**src/rtl/hazard_stall_controller_pkg.sv**
```systemverilog
// Shared types and constants for the pipeline hazard/stall controller.
// The FORWARDING_EN build option lives in hazard_stall_controller.sv.
package hazard_stall_controller_pkg;

  localparam int REG_AW = 5;

  typedef enum logic [1:0] {
    S_RUN      = 2'd0,
    S_MEM_WAIT = 2'd1,
    S_ERROR    = 2'd2
  } state_t;

  // Branch kinds produced by ID decode; shared so decode and EXE agree on encoding.
  typedef enum logic [1:0] {
    NO_BRANCH = 2'd0,
    BEZ       = 2'd1,
    BNE       = 2'd2,
    JMP       = 2'd3
  } branch_t;

endpackage

```
**src/rtl/hazard_stall_controller_if.sv**
```systemverilog
// Pipeline-to-controller bundle: stage register info in, stall/flush/freeze controls out.
// mem_start/mem_ready is a request/complete handshake: mem_start pulses once, mem_ready ends the access.
interface hazard_stall_controller_if
  import hazard_stall_controller_pkg::*;
#(
  parameter int AW     = REG_AW,
  parameter int PERF_W = 16
);
  logic [AW-1:0]     id_src1;
  logic [AW-1:0]     id_src2;
  logic              id_uses_src2;
  logic [AW-1:0]     exe_dest;
  logic              exe_wb_en;
  logic              exe_mem_r_en;
  logic [AW-1:0]     mem_dest;
  logic              mem_wb_en;
  logic              mem_op;
  logic              mem_ready;
  logic              branch_taken;
  logic              pc_freeze;
  logic              if_id_freeze;
  logic              id_exe_bubble;
  logic              if_id_flush;
  logic              freeze_all;
  logic              mem_start;
  logic              mem_err;
  logic [PERF_W-1:0] stall_cnt;
  state_t            dbgState;
  logic [1:0]        dbgRaw;

  modport slave (
    input  id_src1, id_src2, id_uses_src2, exe_dest, exe_wb_en, exe_mem_r_en,
           mem_dest, mem_wb_en, mem_op, mem_ready, branch_taken,
    output pc_freeze, if_id_freeze, id_exe_bubble, if_id_flush, freeze_all,
           mem_start, mem_err, stall_cnt, dbgState, dbgRaw
  );

  modport master (
    output id_src1, id_src2, id_uses_src2, exe_dest, exe_wb_en, exe_mem_r_en,
           mem_dest, mem_wb_en, mem_op, mem_ready, branch_taken,
    input  pc_freeze, if_id_freeze, id_exe_bubble, if_id_flush, freeze_all,
           mem_start, mem_err, stall_cnt, dbgState, dbgRaw
  );
endinterface

```
**src/rtl/hazard_stall_controller_raw_detect.sv**
```systemverilog
// Read-after-write comparator of the ID sources against the EXE and MEM destinations.
module hazard_stall_controller_raw_detect
  import hazard_stall_controller_pkg::*;
#(
  parameter int AW = REG_AW
) (
  input  logic [AW-1:0] idSrc1,
  input  logic [AW-1:0] idSrc2,
  input  logic          idUsesSrc2,
  input  logic [AW-1:0] exeDest,
  input  logic          exeWbEn,
  input  logic [AW-1:0] memDest,
  input  logic          memWbEn,
  output logic          rawExe,
  output logic          rawMem
);
  // r0 is hardwired zero, so a write to it never creates a dependency.
  assign rawExe = exeWbEn && (exeDest != '0) &&
                  ((idSrc1 == exeDest) || (idUsesSrc2 && (idSrc2 == exeDest)));
  assign rawMem = memWbEn && (memDest != '0) &&
                  ((idSrc1 == memDest) || (idUsesSrc2 && (idSrc2 == memDest)));
endmodule

```
**src/rtl/hazard_stall_controller.sv**
```systemverilog
// Stall/flush sequencer: RAW stalls, branch flush, SRAM freeze with watchdog, stall counter.
// Define FORWARDING_EN when the forwarding network is present (load-use stalls only).
module hazard_stall_controller
  import hazard_stall_controller_pkg::*;
#(
  parameter int TIMEOUT = 64,
  parameter int CNT_W   = 7,
  parameter int PERF_W  = 16
) (
  input  logic                      clk,
  input  logic                      rst_n,
  hazard_stall_controller_if.slave  bus
);
  state_t            state, nextState;
  logic [CNT_W-1:0]  waitCnt;
  logic [PERF_W-1:0] stallCnt;
  logic              rawExe, rawMem, loadUse, hazard;
  logic              pcFreeze, ifIdFreeze, idExeBubble, ifIdFlush, freezeAll, memStart;

  hazard_stall_controller_raw_detect #(.AW(REG_AW)) u_raw (
    .idSrc1     (bus.id_src1),
    .idSrc2     (bus.id_src2),
    .idUsesSrc2 (bus.id_uses_src2),
    .exeDest    (bus.exe_dest),
    .exeWbEn    (bus.exe_wb_en),
    .memDest    (bus.mem_dest),
    .memWbEn    (bus.mem_wb_en),
    .rawExe     (rawExe),
    .rawMem     (rawMem)
  );

  assign loadUse = rawExe & bus.exe_mem_r_en;
`ifdef FORWARDING_EN
  assign hazard = loadUse;
`else
  // loadUse is a subset of rawExe; without forwarding every dependency stalls.
  assign hazard = rawExe | rawMem | loadUse;
`endif

  always_comb begin
    nextState   = state;
    pcFreeze    = 1'b0;
    ifIdFreeze  = 1'b0;
    idExeBubble = 1'b0;
    ifIdFlush   = 1'b0;
    freezeAll   = 1'b0;
    memStart    = 1'b0;
    unique case (state)
      S_RUN: begin
        if (bus.mem_op) begin
          memStart  = 1'b1;
          freezeAll = 1'b1;
          nextState = S_MEM_WAIT;
        end else if (bus.branch_taken) begin
          ifIdFlush   = 1'b1;
          idExeBubble = 1'b1;
        end else if (hazard) begin
          pcFreeze    = 1'b1;
          ifIdFreeze  = 1'b1;
          idExeBubble = 1'b1;
        end
      end
      S_MEM_WAIT: begin
        if (bus.mem_ready) begin
          nextState = S_RUN;
        end else begin
          freezeAll = 1'b1;
          if (waitCnt == CNT_W'(TIMEOUT - 1)) nextState = S_ERROR;
        end
      end
      S_ERROR:  freezeAll = 1'b1;
      default:  nextState = S_RUN;
    endcase
  end

  always_ff @(posedge clk or negedge rst_n) begin
    if (!rst_n) begin
      state    <= S_RUN;
      waitCnt  <= '0;
      stallCnt <= '0;
    end else begin
      state <= nextState;
      if (state == S_MEM_WAIT) waitCnt <= waitCnt + 1'b1;
      else                     waitCnt <= '0;
      if ((pcFreeze || freezeAll) && !(&stallCnt)) stallCnt <= stallCnt + 1'b1;
    end
  end

  // Controls are combinational, so they are masked explicitly while reset is held.
  assign bus.pc_freeze     = rst_n & pcFreeze;
  assign bus.if_id_freeze  = rst_n & ifIdFreeze;
  assign bus.id_exe_bubble = rst_n & idExeBubble;
  assign bus.if_id_flush   = rst_n & ifIdFlush;
  assign bus.freeze_all    = rst_n & freezeAll;
  assign bus.mem_start     = rst_n & memStart;
  assign bus.mem_err       = rst_n & (state == S_ERROR);
  assign bus.stall_cnt     = stallCnt;
  assign bus.dbgState      = state;
  assign bus.dbgRaw        = {rawMem, rawExe};
endmodule

```
**src/flat_wrapper.sv**
```systemverilog
// flat-port wrapper written by rule: the top's interface ports become plain ports
module hazard_stall_controller_flat import hazard_stall_controller_pkg::*;
#(
  parameter int TIMEOUT = 64,
  parameter int CNT_W   = 7,
  parameter int PERF_W  = 16
)
  (clk, rst_n, bus_id_src1, bus_id_src2, bus_id_uses_src2, bus_exe_dest, bus_exe_wb_en, bus_exe_mem_r_en, bus_mem_dest, bus_mem_wb_en, bus_mem_op, bus_mem_ready, bus_branch_taken, bus_pc_freeze, bus_if_id_freeze, bus_id_exe_bubble, bus_if_id_flush, bus_freeze_all, bus_mem_start, bus_mem_err, bus_stall_cnt, bus_dbgState, bus_dbgRaw);
  hazard_stall_controller_if #(.PERF_W(PERF_W)) bus_i ();
  input  logic clk;
  input  logic rst_n;
  input wire logic [$bits(bus_i.id_src1)-1:0] bus_id_src1;
  input wire logic [$bits(bus_i.id_src2)-1:0] bus_id_src2;
  input wire logic [$bits(bus_i.id_uses_src2)-1:0] bus_id_uses_src2;
  input wire logic [$bits(bus_i.exe_dest)-1:0] bus_exe_dest;
  input wire logic [$bits(bus_i.exe_wb_en)-1:0] bus_exe_wb_en;
  input wire logic [$bits(bus_i.exe_mem_r_en)-1:0] bus_exe_mem_r_en;
  input wire logic [$bits(bus_i.mem_dest)-1:0] bus_mem_dest;
  input wire logic [$bits(bus_i.mem_wb_en)-1:0] bus_mem_wb_en;
  input wire logic [$bits(bus_i.mem_op)-1:0] bus_mem_op;
  input wire logic [$bits(bus_i.mem_ready)-1:0] bus_mem_ready;
  input wire logic [$bits(bus_i.branch_taken)-1:0] bus_branch_taken;
  output wire logic [$bits(bus_i.pc_freeze)-1:0] bus_pc_freeze;
  output wire logic [$bits(bus_i.if_id_freeze)-1:0] bus_if_id_freeze;
  output wire logic [$bits(bus_i.id_exe_bubble)-1:0] bus_id_exe_bubble;
  output wire logic [$bits(bus_i.if_id_flush)-1:0] bus_if_id_flush;
  output wire logic [$bits(bus_i.freeze_all)-1:0] bus_freeze_all;
  output wire logic [$bits(bus_i.mem_start)-1:0] bus_mem_start;
  output wire logic [$bits(bus_i.mem_err)-1:0] bus_mem_err;
  output wire logic [$bits(bus_i.stall_cnt)-1:0] bus_stall_cnt;
  output wire logic [$bits(bus_i.dbgState)-1:0] bus_dbgState;
  output wire logic [$bits(bus_i.dbgRaw)-1:0] bus_dbgRaw;
  assign bus_i.id_src1 = bus_id_src1;
  assign bus_i.id_src2 = bus_id_src2;
  assign bus_i.id_uses_src2 = bus_id_uses_src2;
  assign bus_i.exe_dest = bus_exe_dest;
  assign bus_i.exe_wb_en = bus_exe_wb_en;
  assign bus_i.exe_mem_r_en = bus_exe_mem_r_en;
  assign bus_i.mem_dest = bus_mem_dest;
  assign bus_i.mem_wb_en = bus_mem_wb_en;
  assign bus_i.mem_op = bus_mem_op;
  assign bus_i.mem_ready = bus_mem_ready;
  assign bus_i.branch_taken = bus_branch_taken;
  assign bus_pc_freeze = bus_i.pc_freeze;
  assign bus_if_id_freeze = bus_i.if_id_freeze;
  assign bus_id_exe_bubble = bus_i.id_exe_bubble;
  assign bus_if_id_flush = bus_i.if_id_flush;
  assign bus_freeze_all = bus_i.freeze_all;
  assign bus_mem_start = bus_i.mem_start;
  assign bus_mem_err = bus_i.mem_err;
  assign bus_stall_cnt = bus_i.stall_cnt;
  assign bus_dbgState = bus_i.dbgState;
  assign bus_dbgRaw = bus_i.dbgRaw;
  hazard_stall_controller #(.TIMEOUT(TIMEOUT), .CNT_W(CNT_W), .PERF_W(PERF_W)) u_core (.clk(clk), .rst_n(rst_n), .bus(bus_i));
endmodule
```
**config.mk**
```make
export PLATFORM = sky130hd
export DESIGN_NAME = hazard_stall_controller_flat
export DESIGN_NICKNAME = d
export VERILOG_FILES = /design/src/rtl/hazard_stall_controller_pkg.sv /design/src/rtl/hazard_stall_controller_if.sv /design/src/rtl/hazard_stall_controller_raw_detect.sv /design/src/rtl/hazard_stall_controller.sv /design/src/flat_wrapper.sv
export SDC_FILE = /design/constraint.sdc
export NUM_CORES = 1
export LEC_CHECK = 0
export CORE_MARGIN = 8
export CORE_UTILIZATION = 32
export CTS_CLUSTER_SIZE = 12
export DETAILED_ROUTE_END_ITERATION = 8
export PLACE_DENSITY = 0.71
export SETUP_SLACK_MARGIN = 0.5
export SKIP_CTS_REPAIR_TIMING = 1
export SLEW_MARGIN = 10
export SYNTH_ARGS = -nofsm -noshare
export SYNTH_HDL_FRONTEND = slang
export SYNTH_HIERARCHICAL = 1
export SYNTH_SLANG_ARGS = --single-unit
export TNS_END_PERCENT = 5
```
**constraint.sdc**
```tcl
create_clock -name clk -period 2.1 [get_ports clk]
set_input_delay 0.315 -clock clk [delete_from_list [all_inputs] [get_ports clk]]
set_output_delay 0.315 -clock clk [all_outputs]
set_load 0.02 [all_outputs]
```
==> impl_metrics.toml <==
[setup_path]
r2r_slack_ns = 0.27
startpoint_type = "input port"
path_cells = "clkdlybuf4s50_1 > xnor2_1 > nand3_1 > a21oi_2 > nor2_1 > nor3b_2 > buf_4"
critPathLaunch = "bus_id_src1[3]"
path_buf_inv = 2
critPathArrivalTime_ns = 1.82
critPathKind = "input port to primary output"
cp_top_family = "buffers and inverters"
cp.required_ns = 1.78
cp_max_fo = 4
r2r_start = "u_core/bus.stall_cnt[5]$_DFFE_PN0P_"
slowest_stage = "clkdlybuf4s50_1"
worst_path_largest_cell_delay_ns = 0.51
critPathCaptureType = "primary output"

[sta]
finalHoldViolations = 0
slew_headroom_pct = 72.66
skew_ns = 0.001035
fmax_mhz = 468.9
setup_viol = 2
period_needed_ns = 2.133
fin_crit_sh_pct = 101.5
grt_setup_unrepaired = "yes"
worstMarginPinSlew_ns = 0.4090
layout_setup_ws_ns = -0.03253
final_max_slew_viol_count = 0
timing.hold.ws_ns = 0.07011

[clock_network]
cts_sinks = 25
htree_levels = 1
cts-root-buf = "clkbuf_8"
clk_path_buf_depth = 2
clkLatencyLatePin_ns = 0.27
cts_buffers = 3
clkTransAtPathRegs_ns = 0.09
cts_tree = "done"

[global_route]
grt_pass1_vias = 1417
gr-total-overflow = 0
grt_max_degree = 26
grt_util_all_layers_pct = 11.91
antenna_found_initial = 0
grt_pass1_wl_um = 7210

[routing]
dr.pass1.iters = 5
viasPerCell = 4.830
drtAntennaViolNets = 0
drt_iter0_drc = 65
vias = 1473
post_drt_wl_per_cell_um = 15.37
routed_wl_um = 4687
drc = 0

[placed_design]
io_buffers = 54
dp.cells = 299
gp_congestion = 0.8915
place.detailed.hpwl_um = 3451

[pwr]
cellPowerDensity_nw_per_um2 = 690.6
p_leak_uw = 0.001430
peakVddDrop_uv = 802.7

[synth]
syn_inst = 163
ys.flop_type = "dfrtp_1"
netlist_top_cells_area = "dfrtp_1, xor2_1, xnor2_1"
syn_avg_cell_area_um2 = 9.687
synth_top_cell_by_area = "dfrtp_1"
synth_top_area_share_pct = 39.62
synth_fp_nets = 194
async_flop_share_pct = 100.0
yosys.cell_types.count = 39
yosysSeqAreaShare_pct = 39.62
ys_seq_elements = 25
synth_edf_count = 0
syn-cell-area_um2 = 1579
yosysMostFrequentCell = "xor2_1"
ys.warnings.count = 6
synth_commonest_cells = "xor2_1, dfrtp_1, nand3_1"

[cells_and_area]
layout.nets = 270
syn_to_final_growth_pct = 67.51
num_antenna_cells = 0
finalNonFillerCells = 305
drive_above_1_share_pct = 28.57
fillCellCount = 429

[die]
die_area_um2 = 7438
die_h_um = 86.25
initial_core_util_pct = 33.21
rows = 25
num_io_pins = 56
die_width_um = 86.25
core_um2 = 4755

[outcome]
status = "finished with violations"
violations = "negative setup slack"

[flow_run]
max-cap-violations = 0

[worst_hold_path]
min_path_type = "input port to async pin"
[routing by layer]
| layer | up-vias | global-route usage, % | wire, um |
|---|---|---|---|
| li1 | 723 | - | - |
| met1 | 708 | 15.18 | 2047 |
| met2 | 38 | 19.73 | 2404 |
| met3 | 4 | 3.403 | 209 |
| met4 | 0 | 1.878 | 25 |
| met5 | - | 0 | 0 |
[registers in the layout, indices dropped and copies added (netlist names)]
| register | flops |
|---|---|
| u_core/waitCnt | 7 |
| u_core/bus.dbgState | 2 |
| u_core/bus.stall_cnt | 16 |
[power by group]
group / internal, uW / total (uW) / switching (uW)
combinational: 390 / 794 / 404
clock: 133 / 290 / 157
sequential: 591 / 743 / 153
total: 1110 / 1830 / 713
[cell families (layout without fill, tap and decap cells)]
group | Yosys count | count (layout) | synth area share, %
AOI/OAI and AO/OA | 16 | 16 | 6.895
xor gates and xnor gates | 38 | 38 | 21.08
adders and majority gates | 2 | 2 | 1.585
buffers and inverters | 13 | 88 | 4.199
DFF | 25 | 25 | 39.62
muxes | 1 | 1 | 0.7131
and+or+nand+nor | 68 | 68 | 25.91
[layout make-up]
| type | instances | area [um^2] | area share, % |
|---|---|---|---|
| Multi-Input combinational cell | 125 | 1041 | 39.36 |
| Timing Repair Buffer | 78 | 825.8 | 31.22 |
| Sequential cell | 25 | 625.6 | 23.65 |
| Tap cell | 67 | 83.83 | 3.169 |
| Clock buffer | 3 | 41.29 | 1.561 |
| Inverter | 6 | 22.52 | 0.8515 |
| Clock inverter | 1 | 5.005 | 0.1892 |
[per-stage QoR]
step / util (%) / power, uW / setup TNS (ns) / worst slack (ns) / instance area (um^2)
2_1_floorplan: - / 1118 / 0 / 0.1149 / 1592
4_1_cts: 50.53 / 1817 / -8.789 / -0.7145 / 2402
6_report: 55.63 / 1827 / -0.06469 / -0.03253 / 2645
3_5_place_dp: 49.55 / 1523 / -13.31 / -0.7116 / 2356
3_3_place_gp: 49.55 / 1513 / -12.14 / -0.6648 / 2356
5_1_grt: 55.63 / 1945 / -0.5467 / -0.1327 / 2645
[worst reg2reg max path, cell delays in order (launching register included)]
cell	delay, ns
dfrtp_1	0.44
nand3_2	0.15
or4b_1	0.68
nor4_4	0.33
xor2_1	0.16
[path summary, 6_finish.rpt]
path                                                         to  cells after the start
max                                               bus_pc_freeze                      7
min                          u_core/bus.dbgState[0]$_DFFE_PN0P_                      2
max reg2reg                u_core/bus.stall_cnt[13]$_DFFE_PN0P_                      4
min reg2reg                         u_core/waitCnt[0]$_DFF_PN0_                      1
max in group asynchronous   u_core/bus.stall_cnt[0]$_DFFE_PN0P_                      2
min in group clk                    u_core/waitCnt[0]$_DFF_PN0_                      1
[placed cells by master, fill, tap and decap left out, types with 3 or more instances in the layout]
master           instances
xnor2_1                 11
nor2_1                  10
nor3_1                   4
dlymetal6s2s_1          38
nand4_1                  4
buf_4                   22
nand2_1                  6
nor4_4                   4
inv_1                    6
xor2_1                  25
clkbuf_8                 3
clkbuf_2                 3
nor4_2                   4
buf_6                    8
clkdlybuf4s50_1          6
nand3_1                 13
dfrtp_1                 25
No activity file was read; power rests on OpenSTA's default activity.
==> RTL change 1 (same flow settings) <==
The option `FORWARDING_EN` is turned on by a define.
--- a/src/rtl/hazard_stall_controller.sv
+++ b/src/rtl/hazard_stall_controller.sv
@@ -2,2 +2,4 @@
 // Define FORWARDING_EN when the forwarding network is present (load-use stalls only).
+`define FORWARDING_EN
+
 module hazard_stall_controller
Function: changed (Yosys sat finds a counterexample within 4 cycles, from zero or initial values and one cycle with rst_n low).
==> RTL change 1 against the original RTL <==
Power down 0.31%; largest power group unchanged; setup slack gained 47 ps; design area is 1.6% lower; hold slack gained 390 ps; clock skew rose by 2.8 ps; sequential power about the same; critical endpoint is now bus_id_exe_bubble; synthesized area down 0.16%; sequential cell count stayed put; count of clock-buffer cells in the layout stayed put; routed wire length shrank 6.4%.
==> RTL change 1: results (changes against the original RTL) <==
| Item | Reported | Unit | Delta |
|:---|:---|:---|:---|
| Path class of the lowest-slack min-delay path | flip-flop to flip-flop | - |  |
| CP delay by family, top | buffers and inverters | - |  |
| Placed wire-length estimate | 3410 | um | -1.1% |
| CP Capture Point | bus_id_exe_bubble | - |  |
| Cells after Synth | 161 | - | -1.2% |
| Vias per cell | 4.66 | - | -3.5% |
| Status | completed | - |  |
| List of most frequent post-synthesis cells | xor2_1 (26), dfrtp_1 (25), nor2_1 (15), xnor2_1 (13), nand3_1 (11) | - |  |
| CP max FO | 3 | - | -1 |
| Detailed-router iteration count before antenna repair | 4 | - | -1 |
| Mapped Nets | 192 | - | -1.0% |
| Combinational Power Share | 43.5 | % | about the same |
| Filler cell count in the final layout | 425 | - | -0.93% |
| Critical Path Start | bus_exe_dest[3] | - |  |
| Distinct cell type count after synthesis | 36 | - | -7.7% |
| Top cells by area in the synthesized netlist | dfrtp_1 (40%), xor2_1 (14%), xnor2_1 (7.2%), nor2_1 (3.6%), nand3_1 (3.5%) | - |  |
| Worst endpoint data arrival time | 1770 | ps | -50 ps |
| Total routing resource utilization after global routing | 11.9 | % | +0.025 points |
| Leak Pwr | 1.42 | nW | -1.0% |
| Global-route wire length before repair | 7100 | um | -1.5% |
| Global placer's final weighted congestion | 0.857 | - | -3.8% |
| Wire per inst | 14.0 | um | -8.8% |
| Number of port buffers | 55 | - | +1.9% |
| Worst rel slew slack | 72.0 | % | -0.68 points |
| Total Wirelength | 4390 | um | -6.4% |
| Number of nets in the layout | 278 | - | +3.0% |
| R2R cell count | 6 | - | +2 |
| Sequential area share after synthesis | 39.7 | % | +0.063 points |
| Violation count after the first detailed-routing iteration | 47 | - | -28% |
| Fraction of layout cells with a size suffix above 1 | 28.5 | % | -0.12 points |
| Switch Pwr | 0.703 | mW | -1.4% |
| Count of placed standard cells including taps | 307 | - | +2.7% |
| Worst flop-to-flop path startpoint | u_core/bus.stall_cnt[0] | - |  |
| Fin Clk Skew | 3.86 | ps | +2.82 ps |
[RTL change 1: cell types whose count changed in the layout (fill, tap and decap cells not counted), sizes merged, moves of 2 or more]
cell	unedited run	this run
buf	31	38
dlymetal6s2s	38	31
clkbuf	6	8
nand3	14	12
nand3b	0	3
nor2	12	15
clkdlybuf4s50	6	13
[RTL change 1: layer usage]
| metal | routed length [um] | track usage (%) | share of wire [%] | vias to the layer above |
|---|---|---|---|---|
| met5 | 0 | 0 | 0 | - |
| met4 | 22 | 3.29 | 0.50 | 0 |
| met1 | 1880 | 14.4 | 43 | 707 |
| met3 | 175 | 3.12 | 4.0 | 2 |
| li1 | - | - | - | 726 |
| met2 | 2310 | 20.4 | 53 | 24 |
[RTL change 1: metrics by stage]
| stage | setup TNS [ps] | hold WS [ps] | utilization (%) | cell area (um^2) | setup WS, ps |
|---|---|---|---|---|---|
| after global placement | -12100 | 439 | 51.3 | 2420 | -705 |
| after global routing | -323 | 478 | 55.1 | 2600 | -87.8 |
| after detailed placement | -12330 | 453 | 51.3 | 2420 | -709 |
| after CTS | -7890 | 465 | 52.2 | 2470 | -711 |
| after floorplan | 0 | 19.4 | - | 1600 | 115 |
| final | 0 | 457 | 55.1 | 2600 | 14.3 |
[RTL change 1: cell families after synthesis]
logic type / after synthesis / share of synthesized area (%)
buffers and inverters: 12 / 4.13
AOI/OAI and AO/OA: 13 / 5.48
and+or+nand+nor: 69 / 26.7
xor gates and xnor gates: 39 / 21.7
adders and majority gates: 2 / 1.59
DFF: 25 / 39.7
muxes: 1 / 0.714
[RTL change 1: layout make-up]
class	count	area, um^2	share of cell area [%]
clock inverters	1	5.00	0.192
repair buffers	87	845	32.4
inverters	6	22.5	0.865
well taps	67	83.8	3.22
clock buffers	3	41.3	1.59
flip-flops and latches	25	626	24.0
multi-input cells	124	981	37.7
==> RTL change 2 (config.mk and constraints unchanged) <==
Without the edit above. Put a register stage on the output `bus.mem_err`, without a reset. The value now appears one clock later.
--- a/src/rtl/hazard_stall_controller.sv
+++ b/src/rtl/hazard_stall_controller.sv
@@ -95,3 +95,5 @@
   assign bus.mem_start     = rst_n & memStart;
-  assign bus.mem_err       = rst_n & (state == S_ERROR);
+  always_ff @(posedge clk) begin
+    bus.mem_err <= rst_n & (state == S_ERROR);
+  end
   assign bus.stall_cnt     = stallCnt;
Behaviour: no difference found for any inputs over 10 cycles, from zero or initial values and one cycle with rst_n low; that may be too few to reach the edited logic, so the function may still have changed.
==> RTL change 2 against the original RTL <==
Design area is 0.19% higher; synthesized area grew 1.3%; hold slack improved by 3.4 ps; power is 3.0% higher; sequential power increased by 2%; highest routed layer unchanged; largest power group unchanged; synthesized cell count increased by 0.61%; sequential cell count up 1; setup slack improved by 37 ps; routed wire length increased by 0.70%; core utilization is 0.26 points lower; critical path type is now input pin to flip-flop; sequential share of layout area increased by 0.71 points; final cell count up 0.33%.
==> RTL change 2: results (changes against the original RTL) <==
| Item | Reported | Unit | Delta |
|:---|:---|:---|:---|
| Status | completed | - |  |
| Fraction of layout cells with a size suffix above 1 | 28.6 | % | unchanged |
| Largest register FFs | 16 | - | unchanged |
| Fin Clk Skew | 5.90 | ps | +4.86 ps |
| H-tree depth | 1 | - | unchanged |
| Worst flop-to-flop path startpoint | u_core/bus.stall_cnt[0] | - |  |
| Global placer's final weighted congestion | 0.910 | - | +2.0% |
| Max IR drop VDD | 0.774 | mV | -3.6% |
| Detailed-router iteration count before antenna repair | 4 | - | -1 |
| Mapped Nets | 195 | - | +0.52% |
| Cell taking the most area after synthesis | dfrtp_1 | - |  |
| Sequential area share after synthesis | 40.4 | % | +0.76 points |
| Total routing resource utilization after global routing | 11.7 | % | -0.23 points |
| Cell type of the slowest stage on the worst timing path | a2111oi_4 | - |  |
| Top cells by area in the synthesized netlist | dfrtp_1 (39%), xor2_1 (14%), xnor2_1 (6.6%), nand3_1 (4.1%), nor4_2 (3.9%) | - |  |
| Clock buffer depth | 2 | - | unchanged |
| Leak Pwr | 1.42 | nW | -0.82% |
| Post-DP Area | 0.00237 | mm^2 | +0.64% |
| Core region area | 0.00479 | mm^2 | +0.66% |
| Number of port buffers | 54 | - | unchanged |
| Pin count of the biggest net entering global routing | 26 | - | unchanged |
| Antenna violations before repair | 1 | - | +1 |
| Placed wire-length estimate | 3510 | um | +1.6% |
| Path class of the lowest-slack min-delay path | input pin to async pin | - |  |
| Worst rel slew slack | 70.8 | % | -1.9 points |
| Distinct cell type count after synthesis | 40 | - | +2.6% |
| End of the worst register-to-register path | u_core/bus.stall_cnt[6] | - |  |
| Worst endpoint data arrival time | 2250 | ps | +430 ps |
| Clk root buf | clkbuf_8 | - |  |
| Number of nets in the layout | 270 | - | unchanged |
| Worst reg2reg setup slack | 130 | ps | -140 ps |
| Post-CTS clock slew at the launch and capture registers of the worst setup and hold paths | 90 | ps | about the same |
| R2R cell count | 6 | - | +2 |
| Number of global-route vias before repair | 1505 | - | +6.2% |
| Clk Latency, worst-skew pair | 270 | ps | about the same |
| Total CTS buffers | 3 | - | unchanged |
| List of most frequent post-synthesis cells | xor2_1 (26), dfrtp_1 (25), nand3_1 (13), nor2_1 (12), xnor2_1 (12) | - |  |
| Violation count after the first detailed-routing iteration | 69 | - | +6.2% |
| Largest stage delay on the critical path | 340 | ps | -170 ps |
| CP max FO | 4 | - | unchanged |
| Total Wirelength | 4720 | um | +0.70% |
| Vias per cell | 4.83 | - | about the same |
| Ys Warns | 6 | - | unchanged |
| Global-route wire length before repair | 7070 | um | -2.0% |
| Worst Hold Slack | 73.5 | ps | +3.40 ps |
| GRT overflow | 0 | - | unchanged |
| Fraction of synthesis flops using an asynchronous set or reset pin | 96.2 | % | -3.8 points |
[RTL change 2: changes by cell type in the layout (fill, tap and decap cells not counted), sizes merged]
cell           change
clkdlybuf4s50      +1
diode              +1
dfxtp              +1
clkinv             -1
buf                -3
clkbuf             +5
dlymetal6s2s       -3
[RTL change 2: worst max path at each step]
| stage | start | end | slack [ps] | cells after the start |
|---|---|---|---|---|
| finish | bus_id_src2[1] | u_core/bus.stall_cnt[10] | 5 | 12 |
| global route | bus_id_src2[1] | u_core/bus.stall_cnt[10] | -160 | 12 |
| CTS | bus_id_src2[3] | bus_if_id_freeze | -720 | 8 |
| detailed placement | bus_mem_dest[2] | bus_if_id_freeze | -710 | 8 |
| global placement | bus_mem_dest[0] | bus_if_id_freeze | -680 | 8 |
| floorplan | bus_id_src2[3] | bus_pc_freeze | 110 | 7 |
[RTL change 2: report_power, final]
| part | leakage (nW) | internal, mW | total [mW] | switching [mW] |
|---|---|---|---|---|
| Sequential | 0.325 | 0.609 | 0.759 | 0.150 |
| Clock | 0.0288 | 0.168 | 0.323 | 0.156 |
| Combinational | 1.07 | 0.382 | 0.798 | 0.417 |
[RTL change 2: cells by family after synthesis]
family	count (synthesis)	synth area share [%]
and+or+nand+nor	68	25.6
xor gates and xnor gates	38	20.8
DFF	26	40.4
AOI/OAI and AO/OA	16	6.81
buffers and inverters	13	4.15
adders and majority gates	2	1.56
muxes	1	0.704
[RTL change 2: stage by stage]
stage	TNS [ps]	utilization, %	worst slack, ps	power [mW]	cells
floorplan	0	-	115	1.14	164
global placement	-12420	49.5	-675	1.53	301
detailed placement	-12830	49.5	-711	1.53	301
CTS	-8370	50.7	-719	1.86	305
global route	-918	55.4	-160	1.99	306
finish	0	55.4	4.74	1.88	306
[RTL change 2: final cells by class]
| cell class | count | area [um^2] |
|---|---|---|
| tap | 67 | 83.8 |
| timing repair buffer | 77 | 779 |
| fill | 410 | 2140 |
| inverter | 6 | 22.5 |
| antenna | 1 | 2.50 |
| multi-input combinational | 125 | 1060 |
| clock buffer | 4 | 55.1 |
| sequential | 26 | 646 |
[RTL change 2: worst max-delay path: cells and delay by family]
family | cells | cell delay (ps)
and+or+nand+nor | 3 | 510
AOI/OAI and AO/OA | 3 | 600
xor gates and xnor gates | 2 | 290
buffers and inverters | 4 | 530
[RTL change 2: routing by layer]
layer	GRT usage, %	vias to the layer above	part of all wire [%]
met5	0	-	0
met4	2.19	0	0.61
met3	3.40	4	4.0
met2	21.4	26	54
met1	13.0	723	41
li1	-	724	-
